File: config.mk
export PLATFORM = sky130hd
export DESIGN_NAME = spi_word_slave_flat
export DESIGN_NICKNAME = d
export VERILOG_FILES = /design/src/rtl/spi_word_slave_pkg.sv /design/src/rtl/spi_word_slave_if.sv /design/src/rtl/spi_word_slave_sync_edge.sv /design/src/rtl/spi_word_slave.sv /design/src/flat_wrapper.sv
export SDC_FILE = /design/constraint.sdc
export NUM_CORES = 1
export LEC_CHECK = 0
export ABC_AREA = 1
export CELL_PAD_IN_SITES_DETAIL_PLACEMENT = 0
export CELL_PAD_IN_SITES_GLOBAL_PLACEMENT = 1
export CORE_ASPECT_RATIO = 1.2
export CORE_MARGIN = 10
export CORE_UTILIZATION = 41
export CTS_CLUSTER_SIZE = 14
export DETAILED_ROUTE_END_ITERATION = 10
export HOLD_SLACK_MARGIN = 0.02
export PLACE_DENSITY = 0.88
export SLEW_MARGIN = 5
export SYNTH_ARGS = -nofsm -noshare
export SYNTH_HDL_FRONTEND = slang
export SYNTH_HIERARCHICAL = 1
export SYNTH_SLANG_ARGS = --single-unit
File: constraint.sdc
create_clock -name clk -period 2.75 [get_ports clk]
set_clock_uncertainty 0.15 [all_clocks]
set_input_delay 0.825 -clock clk [delete_from_list [all_inputs] [get_ports clk]]
set_output_delay 0.825 -clock clk [all_outputs]
set_load 0.05 [all_outputs]
File: src/rtl/spi_word_slave_pkg.sv
// Shared types and defaults for the SPI word slave.
// Latency: n/a (declarations only).
// Backpressure: n/a.
package spi_word_pkg;

  localparam int WORD_W_DEF      = 32;
  localparam int SYNC_STAGES_DEF = 2;
  localparam int TIMEOUT_CYC_DEF = 4096;

  typedef enum logic [1:0] {
    IDLE    = 2'd0,
    ACTIVE  = 2'd1,
    WAIT_CS = 2'd2
  } state_t;

  // Bit counter must hold 0..WORD_W-1 with one bit of headroom.
  function automatic int cnt_w(input int w);
    return $clog2(w) + 1;
  endfunction

endpackage

File: src/rtl/spi_word_slave_if.sv
// Pin-side SPI signals plus the command-decoder word bus.
// Latency: n/a (wiring only).
// Backpressure: none; SPI has no flow control, the MCU paces all transfers.
interface spi_word_slave_if
  import spi_word_pkg::*;
#(
  parameter int WORD_W = WORD_W_DEF
) ();

  logic              spi_cs_n;
  logic              spi_sclk;
  logic              spi_mosi;
  logic              spi_miso;
  logic              spi_miso_oe;
  logic [WORD_W-1:0] spi_inputvalue;
  logic [WORD_W-1:0] spi_outputvalue;
  logic              spi_dataouttrigger;
  logic              frame_err;

  modport slave (
    input  spi_cs_n, spi_sclk, spi_mosi, spi_inputvalue,
    output spi_miso, spi_miso_oe, spi_outputvalue, spi_dataouttrigger, frame_err
  );

  modport master (
    output spi_cs_n, spi_sclk, spi_mosi, spi_inputvalue,
    input  spi_miso, spi_miso_oe, spi_outputvalue, spi_dataouttrigger, frame_err
  );

endinterface

File: src/rtl/spi_word_slave_sync_edge.sv
// N-stage synchroniser for one asynchronous pin with rise/fall detection.
// Latency: STAGES clk to sync output, edges flagged in the same cycle as sync changes.
// Backpressure: none.
module spi_sync_edge
  import spi_word_pkg::*;
#(
  parameter int   STAGES  = SYNC_STAGES_DEF,
  parameter logic RST_VAL = 1'b0
) (
  input  logic clk,
  input  logic rst,
  input  logic din,
  output logic sync,
  output logic rise,
  output logic fall
);

  logic [STAGES-1:0] sr;
  logic              prev;
  // smp_ok[k] set once stage k holds a sample taken from the pin rather than
  // the reset value; edges are only reported between two genuine samples so
  // that a pin already at the opposite level after reset is never seen as an edge.
  logic [STAGES:0]   smp_ok;

  // Synchroniser chain, previous-value register and sample-validity tracking.
  always_ff @(posedge clk) begin
    if (rst) begin
      sr     <= {STAGES{RST_VAL}};
      prev   <= RST_VAL;
      smp_ok <= '0;
    end else begin
      sr     <= {sr[STAGES-2:0], din};
      prev   <= sr[STAGES-1];
      smp_ok <= {smp_ok[STAGES-1:0], 1'b1};
    end
  end

  assign sync = sr[STAGES-1];
  assign rise = smp_ok[STAGES] &  sr[STAGES-1] & ~prev;
  assign fall = smp_ok[STAGES] & ~sr[STAGES-1] &  prev;

endmodule

File: src/rtl/spi_word_slave.sv
// SPI mode-0 word slave: oversampled MOSI deserialiser / MISO serialiser; SPI_TIMEOUT_EN adds an SCLK idle timeout.
// Latency: word available SYNC_STAGES+1 clk after its last SCLK rise; response is sent in the following word.
// Backpressure: none; the MCU paces transfers and the decoder must accept every trigger pulse.
module spi_word_slave
  import spi_word_pkg::*;
#(
  parameter int WORD_W      = WORD_W_DEF,
  parameter int SYNC_STAGES = SYNC_STAGES_DEF,
  parameter int TIMEOUT_CYC = TIMEOUT_CYC_DEF
) (
  input  logic             clk,
  input  logic             rst,
  spi_word_slave_if.slave  bus
);

  localparam int            CW       = cnt_w(WORD_W);
  localparam logic [CW-1:0] LAST_BIT = CW'(WORD_W - 1);

  logic cs_rise, cs_fall, sclk_rise, sclk_fall, mosi_s;
  logic cs_sync_unused, sclk_sync_unused;
  logic [SYNC_STAGES-1:0] mosi_sr;

  state_t            state_q, state_n;
  logic [CW-1:0]     cnt_q, cnt_n;
  logic [WORD_W-1:0] rx_q, rx_n, tx_q, tx_n, out_q, out_n;
  logic              miso_q, miso_n, oe_q, oe_n, trig_q, trig_n, ferr_q, ferr_n;

`ifdef SPI_TIMEOUT_EN
  localparam int TW = $clog2(TIMEOUT_CYC + 1);
  logic [TW-1:0] idle_q, idle_n;
`else
  // The timeout limit only matters when the idle counter is built.
  localparam int TIMEOUT_CYC_UNUSED = TIMEOUT_CYC;
`endif

  spi_sync_edge #(.STAGES(SYNC_STAGES), .RST_VAL(1'b1)) u_cs_sync (
    .clk(clk), .rst(rst), .din(bus.spi_cs_n),
    .sync(cs_sync_unused), .rise(cs_rise), .fall(cs_fall)
  );

  spi_sync_edge #(.STAGES(SYNC_STAGES), .RST_VAL(1'b0)) u_sclk_sync (
    .clk(clk), .rst(rst), .din(bus.spi_sclk),
    .sync(sclk_sync_unused), .rise(sclk_rise), .fall(sclk_fall)
  );

  // MOSI needs the same depth as SCLK so data and clock edges stay aligned.
  always_ff @(posedge clk) begin
    if (rst) mosi_sr <= '0;
    else     mosi_sr <= {mosi_sr[SYNC_STAGES-2:0], bus.spi_mosi};
  end
  assign mosi_s = mosi_sr[SYNC_STAGES-1];

  // State and datapath registers.
  always_ff @(posedge clk) begin
    if (rst) begin
      state_q <= IDLE;
      cnt_q   <= '0;
      rx_q    <= '0;
      tx_q    <= '0;
      out_q   <= '0;
      miso_q  <= 1'b0;
      oe_q    <= 1'b0;
      trig_q  <= 1'b0;
      ferr_q  <= 1'b0;
`ifdef SPI_TIMEOUT_EN
      idle_q  <= '0;
`endif
    end else begin
      state_q <= state_n;
      cnt_q   <= cnt_n;
      rx_q    <= rx_n;
      tx_q    <= tx_n;
      out_q   <= out_n;
      miso_q  <= miso_n;
      oe_q    <= oe_n;
      trig_q  <= trig_n;
      ferr_q  <= ferr_n;
`ifdef SPI_TIMEOUT_EN
      idle_q  <= idle_n;
`endif
    end
  end

  // Next-state and output logic: frame start, bit shifting, word completion, aborts.
  always_comb begin
    state_n = state_q;
    cnt_n   = cnt_q;
    rx_n    = rx_q;
    tx_n    = tx_q;
    out_n   = out_q;
    miso_n  = miso_q;
    oe_n    = oe_q;
    trig_n  = 1'b0;
    ferr_n  = 1'b0;
`ifdef SPI_TIMEOUT_EN
    idle_n  = '0;
`endif
    case (state_q)
      IDLE: begin
        if (cs_fall) begin
          tx_n    = bus.spi_inputvalue;
          cnt_n   = '0;
          oe_n    = 1'b1;
          miso_n  = bus.spi_inputvalue[WORD_W-1];
          state_n = ACTIVE;
        end
      end
      ACTIVE: begin
`ifdef SPI_TIMEOUT_EN
        if (!sclk_rise && !sclk_fall && cnt_q != '0) idle_n = idle_q + TW'(1);
`endif
        if (sclk_rise) begin
          rx_n = {rx_q[WORD_W-2:0], mosi_s};
          if (cnt_q == LAST_BIT) begin
            out_n  = rx_n;
            trig_n = 1'b1;
            cnt_n  = '0;
          end else begin
            cnt_n = cnt_q + CW'(1);
          end
        end
        if (sclk_fall) begin
          if (cnt_q != '0) begin
            tx_n   = {tx_q[WORD_W-2:0], 1'b0};
            miso_n = tx_q[WORD_W-2];
          end else begin
            // Word boundary: pick up the decoder's response for the next word.
            tx_n   = bus.spi_inputvalue;
            miso_n = bus.spi_inputvalue[WORD_W-1];
          end
        end
        // A CS rise on the completing SCLK rise still counts as a clean end.
        if (cs_rise) begin
          ferr_n  = (cnt_n != '0);
          cnt_n   = '0;
          oe_n    = 1'b0;
          miso_n  = 1'b0;
          state_n = IDLE;
        end
`ifdef SPI_TIMEOUT_EN
        else if (idle_n == TW'(TIMEOUT_CYC)) begin
          ferr_n  = 1'b1;
          cnt_n   = '0;
          oe_n    = 1'b0;
          miso_n  = 1'b0;
          state_n = WAIT_CS;
        end
`endif
      end
      WAIT_CS: begin
        oe_n   = 1'b0;
        miso_n = 1'b0;
        if (cs_rise) state_n = IDLE;
      end
      default: state_n = IDLE;
    endcase
  end

  assign bus.spi_miso           = miso_q;
  assign bus.spi_miso_oe        = oe_q;
  assign bus.spi_outputvalue    = out_q;
  assign bus.spi_dataouttrigger = trig_q;
  assign bus.frame_err          = ferr_q;

endmodule

File: src/flat_wrapper.sv
// flat-port wrapper written by rule: the top's interface ports become plain ports
module spi_word_slave_flat import spi_word_pkg::*;
#(
  parameter int WORD_W      = WORD_W_DEF,
  parameter int SYNC_STAGES = SYNC_STAGES_DEF,
  parameter int TIMEOUT_CYC = TIMEOUT_CYC_DEF
)
  (clk, rst, bus_spi_cs_n, bus_spi_sclk, bus_spi_mosi, bus_spi_inputvalue, bus_spi_miso, bus_spi_miso_oe, bus_spi_outputvalue, bus_spi_dataouttrigger, bus_frame_err);
  spi_word_slave_if #(.WORD_W(WORD_W)) bus_i ();
  input  logic clk;
  input  logic rst;
  input wire logic [$bits(bus_i.spi_cs_n)-1:0] bus_spi_cs_n;
  input wire logic [$bits(bus_i.spi_sclk)-1:0] bus_spi_sclk;
  input wire logic [$bits(bus_i.spi_mosi)-1:0] bus_spi_mosi;
  input wire logic [$bits(bus_i.spi_inputvalue)-1:0] bus_spi_inputvalue;
  output wire logic [$bits(bus_i.spi_miso)-1:0] bus_spi_miso;
  output wire logic [$bits(bus_i.spi_miso_oe)-1:0] bus_spi_miso_oe;
  output wire logic [$bits(bus_i.spi_outputvalue)-1:0] bus_spi_outputvalue;
  output wire logic [$bits(bus_i.spi_dataouttrigger)-1:0] bus_spi_dataouttrigger;
  output wire logic [$bits(bus_i.frame_err)-1:0] bus_frame_err;
  assign bus_i.spi_cs_n = bus_spi_cs_n;
  assign bus_i.spi_sclk = bus_spi_sclk;
  assign bus_i.spi_mosi = bus_spi_mosi;
  assign bus_i.spi_inputvalue = bus_spi_inputvalue;
  assign bus_spi_miso = bus_i.spi_miso;
  assign bus_spi_miso_oe = bus_i.spi_miso_oe;
  assign bus_spi_outputvalue = bus_i.spi_outputvalue;
  assign bus_spi_dataouttrigger = bus_i.spi_dataouttrigger;
  assign bus_frame_err = bus_i.frame_err;
  spi_word_slave #(.WORD_W(WORD_W), .SYNC_STAGES(SYNC_STAGES), .TIMEOUT_CYC(TIMEOUT_CYC)) u_core (.clk(clk), .rst(rst), .bus(bus_i));
endmodule
* After elaboration in Yosys (flattened, before gate mapping) *
Cells that the tools add are included.

storage, ports and cells
  output and inout bits = 36
  input port bits = 37
  logic and storage cells = 81
  register bits = 120

operators by class
  add/sub/neg operators = 1
  bitwise operators = 15
  reductions and logical operators = 15
  eq/ne operators = 8
  multiplexer cells = 24

operators with widths
  cell                                            count
  two-way mux 31 bit                              3
  case mux 31 bit (2 select lines)                1
  two-way mux 6 bit                               5
  case mux 6 bit (2 select lines)                 1
  AND reduction 3 bit                             4
  nonzero test 6 bit                              2
  two-way mux 1 bit                               9
  AND 1 bit                                       8
  != test 2 x 1 -> 1 bit (second input constant)  4
  inverter 1 bit                                  7
  adder 6 x 1 -> 6 bit (second input constant)    1
  == test 6 x 5 -> 1 bit (second input constant)  1
  case mux 1 bit (3 select lines)                 2
  AND reduction 2 bit                             3
  OR reduction 3 bit                              2
  two-way mux 2 bit                               2
  case mux 2 bit (2 select lines)                 1
  != test 3 x 1 -> 1 bit (second input constant)  1
  nonzero test 3 bit                              1
  == test 2 x 1 -> 1 bit (second input constant)  1
  == test 2 bit (second input constant)           1
  zero test 2 bit                                 1
  nonzero test 2 bit                              1
  OR reduction 2 bit                              1

* Logic depth before layout (Yosys ltp) *
  word-level depth = 6
  gate-level depth with buffers = 11
  depth with buffers taken out = 10

* Modules after synthesis *
Netlist, hierarchy kept.

modules (own cells, without submodules)
  module                               cells each  times used  area each (um^2)  seq. area each (um^2)
  spi_word_slave                       611         1           4,364.2           2,122.0
  spi_sync_edge at u_core.u_sclk_sync  21          1           176.4             120.1
  spi_sync_edge at u_core.u_cs_sync    18          1           172.7             120.1

* Worst setup path after synthesis *
OpenSTA, ideal clock, no wires.

  path kind = register to register
  from = register, netlist name u_core/bus.spi_miso_oe
  to = register u_core.tx_q[30]
  required time = 2.486 ns
  library setup time = 0.114 ns
  period minus slack after synthesis = 1.866 ns
  data arrival time = 1.602 ns
  stages on the path, launching flop included = 9
  path buffers = 1
  setup slack = 0.884 ns
  path through = dfxtp_1 nor2_2 inv_2 o21ai_2 inv_2 clkbuf_1 nand2_1 o21bai_1 inv_1

RTL lines
  element               RTL line              source
  end signal, assigned  spi_word_slave.sv:72  tx_q <= tx_n;
  end, declared         spi_word_slave.sv:25  logic [WORD_W-1:0] rx_q, rx_n, tx_q, tx_n, out_q, out_n;

* Worst setup path after layout *
  from = register u_core.out_q[2], in the netlist u_core/bus.spi_outputvalue[2]
  to = output port bus_spi_outputvalue[2]

RTL lines
  element                 RTL line              source
  start, declared         spi_word_slave.sv:25
  start signal, assigned  spi_word_slave.sv:73  out_q <= out_n;
  end, declared           flat_wrapper.sv:18    output wire logic [$bits(bus_i.spi_outputvalue)-1:0] bus_spi_outputvalue;

No word-level cell between the ends.

==> metrics.md <==
| Metric | Value |
|---|---|
| Status | completed |
| Post-CTS sizing | 0 |
| Via count | between 4,000 and 5,000 |
| Worst setup margin | approximately 0.19 ns |
| Largest net degree at the start of global routing | 86 |
| Pwr Total | a little over 4 mW |
| Seq cells post-synth | ~120 |
| Comb pwr share | roughly 3.5% |
| Number of diodes | 0 |
| Yosys warnings | 6 |
| Max-cap violations | 0 |
| Sequential element share of the synthesized area | 50.12% |
| Relative slew margins | approximately 44% |
| Layout cells sized above 1 | approximately 6.8% |
| Max VDD drop | 0.0005634 V |
| Clock Power Share | between 50 and 60% |
| Pwr Density | approximately 660 mW/mm2 |
| Core area | approximately 0.011 mm2 |
| Vias in the first global route | 4,112 |
| Post-DRT Antenna Nets | 0 |
| R2r worst-path depth | 9 |
| # port buffers | 72 |
| # clock sinks | between 100 and 150 |
| DP Worst Slack | 0.5479 ns |
| CTS Buffer Depth | 2 |
| Hold path cells | 2 |
| Type of origin of the critical path | register |
| Final std cells w/o fill | just under 900 |
| Crit path kind | register to output pin |
| Setup bufs post-CTS | 0 |
| # rows | 42 |
| Switching share of power | 21.02% |
| Period minus WS final | approximately 2.6 ns |
| Hold Buf Count CTS | 0 |
| R2R Path Start | u_core/u_sclk_sync/sr[1]$_SDFF_PP0_ |
| Die area | 0.01620 mm2 |
| NumNets Final | 750 |
| Capturing point of the worst reg2reg path | u_core/bus.spi_outputvalue[24]$_SDFFE_PP0P_ |
| Root Buffer | clkbuf_16 |
| Die X-Extent | about 120 um |
| IO Pins | 73 |
| Crit-path leading delay family | buffers and inverters |
| Synthesized net count | a little under 700 |
| Initial core utilization | ~42% |
| RD Place Congestion | between 0.7 and 0.8 |
| Crit. End Element | output pin |
| Crit path max fanout | 2 |
| Global Route Usage Sum | around 14% |
| Max-slew violations | 0 |
| Smallest hold slack | around 0.25 ns |
| Critical path required time | 1.78 ns |
| CP max stage cell | clkdlybuf4s50_1 |
| FF-to-FF setup slack | ~0.55 ns |
| Clock latency on the worst-skew pair | about 0.40 ns |
| Synth cell types | 21 |
| Avg Cell Area, Syn | approximately 7.3 um2 |
| Htree depth | 4 |
| Gr ovfl total | 0 |
| Final wirelength | roughly 11 mm |
| Seq pwr share | a little over two fifths |
| Area of the mapped netlist | about 0.0047 mm2 |
| Syn Inst Count | between 600 and 700 |
| First-pass GRT wire length | around 19 mm |
| Die Ht | between 100 and 150 um |
| Residual DRC | 0 |
| Most common cell after layout, fill and taps aside | nand2_1 |
| Endpoints failing setup | 0 |
| Pre-Repair DR Iteration Count | 5 |
| WHS Endpoint | u_core/u_cs_sync/smp_ok[1]$_SDFF_PP0_ |
| CTS tree | built |
| Vias per cell | between 4 and 5 |
| Bufs and invs on worst path | 1 |
| Static Leak | approximately 2.5 nW |
| Most frequent cells in the layout | nand2_1 (193), dfxtp_1 (118), nand3_1 (93) |
| Hold Violations, Final | 0 |
| Worst-Margin Slew | about 0.84 ns |
| TritonCTS Buffers | 17 |
| Fill cell count | 1,083 |
| Initial antenna violation count | 0 |
| P_sw | 846.9 uW |
| Hold_sp | u_core/u_cs_sync/smp_ok[0]$_DFF_P_ |
| RSZ-0062 raised after global routing | false |
| Cells along the critical path | clkdlybuf4s50_1 |
| Worst-path clk slew | 0.05 ns |
| Slowest stage delay, CP | 0.83 ns |
| HPWL Detailed | approximately 6.9 mm |
| Design internal power | between 3 and 4 mW |
| Worst hold path class | register to register |
| CP arrival | around 1.6 ns |
| Routed WL per cell | 12.40 um |
| Synth-to-layout area growth | 30.08% |
| Fin crit share | roughly 93% |
| Highest Clock Rate | just under 400 MHz |
| Placed cell count | between 800 and 900 |
| DR iter-0 viols | ~290 |
| Setup TNS Final | 0 ns |
cell usage after synthesis, drive strengths merged:
cell type	number	area, um2
nand4	4	25.02
dfxtp	118	2362
nor3	2	10.01
o21bai	2	15.01
or2	29	181.4
clkbuf	22	82.58
ha	2	25.02
buf	17	83.83
nand3	93	465.5
nand2	193	724.4
o21ai	9	48.80
a21oi	72	360.4
nor2	27	103.9
inv	60	225.2
area by class of cell:
class	instances	area (um2)	area share, %
flip-flops and latches	118	2362	38.53
multi-input cells	433	1959	31.96
repair buffers	81	805.8	13.14
clock buffers	20	456.7	7.449
inverters	60	225.2	3.673
well taps	154	192.7	3.143
clock inverters	12	128.9	2.102
metrics by stage:
step                cell area (um2)  util (%)
floorplan                      4713         -
global route                   6131     55.03
finish                         6131     55.03
detailed placement             5545     49.78
CTS                            6131     55.03
global placement               5545     49.78
worst max path at each step:
stage	cells after the start	end	from	slack, ns
2_1_floorplan	8	u_core/tx_q[30]$_SDFFE_PP0P_	u_core/bus.spi_miso_oe$_SDFFE_PP0P_	0.88
3_3_place_gp	1	bus_spi_outputvalue[2]	u_core/bus.spi_outputvalue[2]$_SDFFE_PP0P_	0.59
3_5_place_dp	9	u_core/bus.spi_outputvalue[24]$_SDFFE_PP0P_	u_core/u_sclk_sync/sr[1]$_SDFF_PP0_	0.55
4_1_cts	1	bus_spi_outputvalue[2]	u_core/bus.spi_outputvalue[2]$_SDFFE_PP0P_	0.15
5_1_grt	1	bus_spi_outputvalue[0]	u_core/bus.spi_outputvalue[0]$_SDFFE_PP0P_	0.14
6_report	1	bus_spi_outputvalue[2]	u_core/bus.spi_outputvalue[2]$_SDFFE_PP0P_	0.19
flip-flops by register name (all words and copies together) (netlist names), 2 cells and up:
name                        flops
u_core/tx_q                    31
u_core/u_sclk_sync/smp_ok       3
u_core/cnt_q                    6
u_core/u_cs_sync/smp_ok         3
u_core/u_cs_sync/sr             2
u_core/u_sclk_sync/sr           2
u_core/rx_q                    31
u_core/mosi_sr                  2
u_core/bus.spi_outputvalue     32
logic make-up after synthesis:
kind of cell | Yosys count | synth area share, %
AOI/OAI and AO/OA | 83 | 8.999
adders and majority gates | 2 | 0.5308
and+or+nand+nor | 348 | 32.04
DFF | 118 | 50.12
buffers and inverters | 99 | 8.309
tightest hold or removal path, stage by stage (launching register included):
cell and delay [ns]:
dfxtp_1 0.29, inv_1 0.04, nor2_1 0.03
power groups by stage:
stage / logic (mW) / clock network [mW] / registers, mW
floorplan: 0.0708 / 0 / 1.78
global placement: 0.141 / 0 / 1.78
detailed placement: 0.141 / 0 / 1.78
CTS: 0.143 / 2.20 / 1.74
global route: 0.159 / 2.29 / 1.74
finish: 0.142 / 2.15 / 1.74
routing by layer:
metal,share of wire (%),track usage (%),vias up
met1,48,16.36,1872
met4,1.2,4.883,0
li1,-,-,2191
met3,4.7,4.832,12
met2,46,22.93,76
met5,0,0,-
Note: power is estimated with default switching activity, not from simulation.
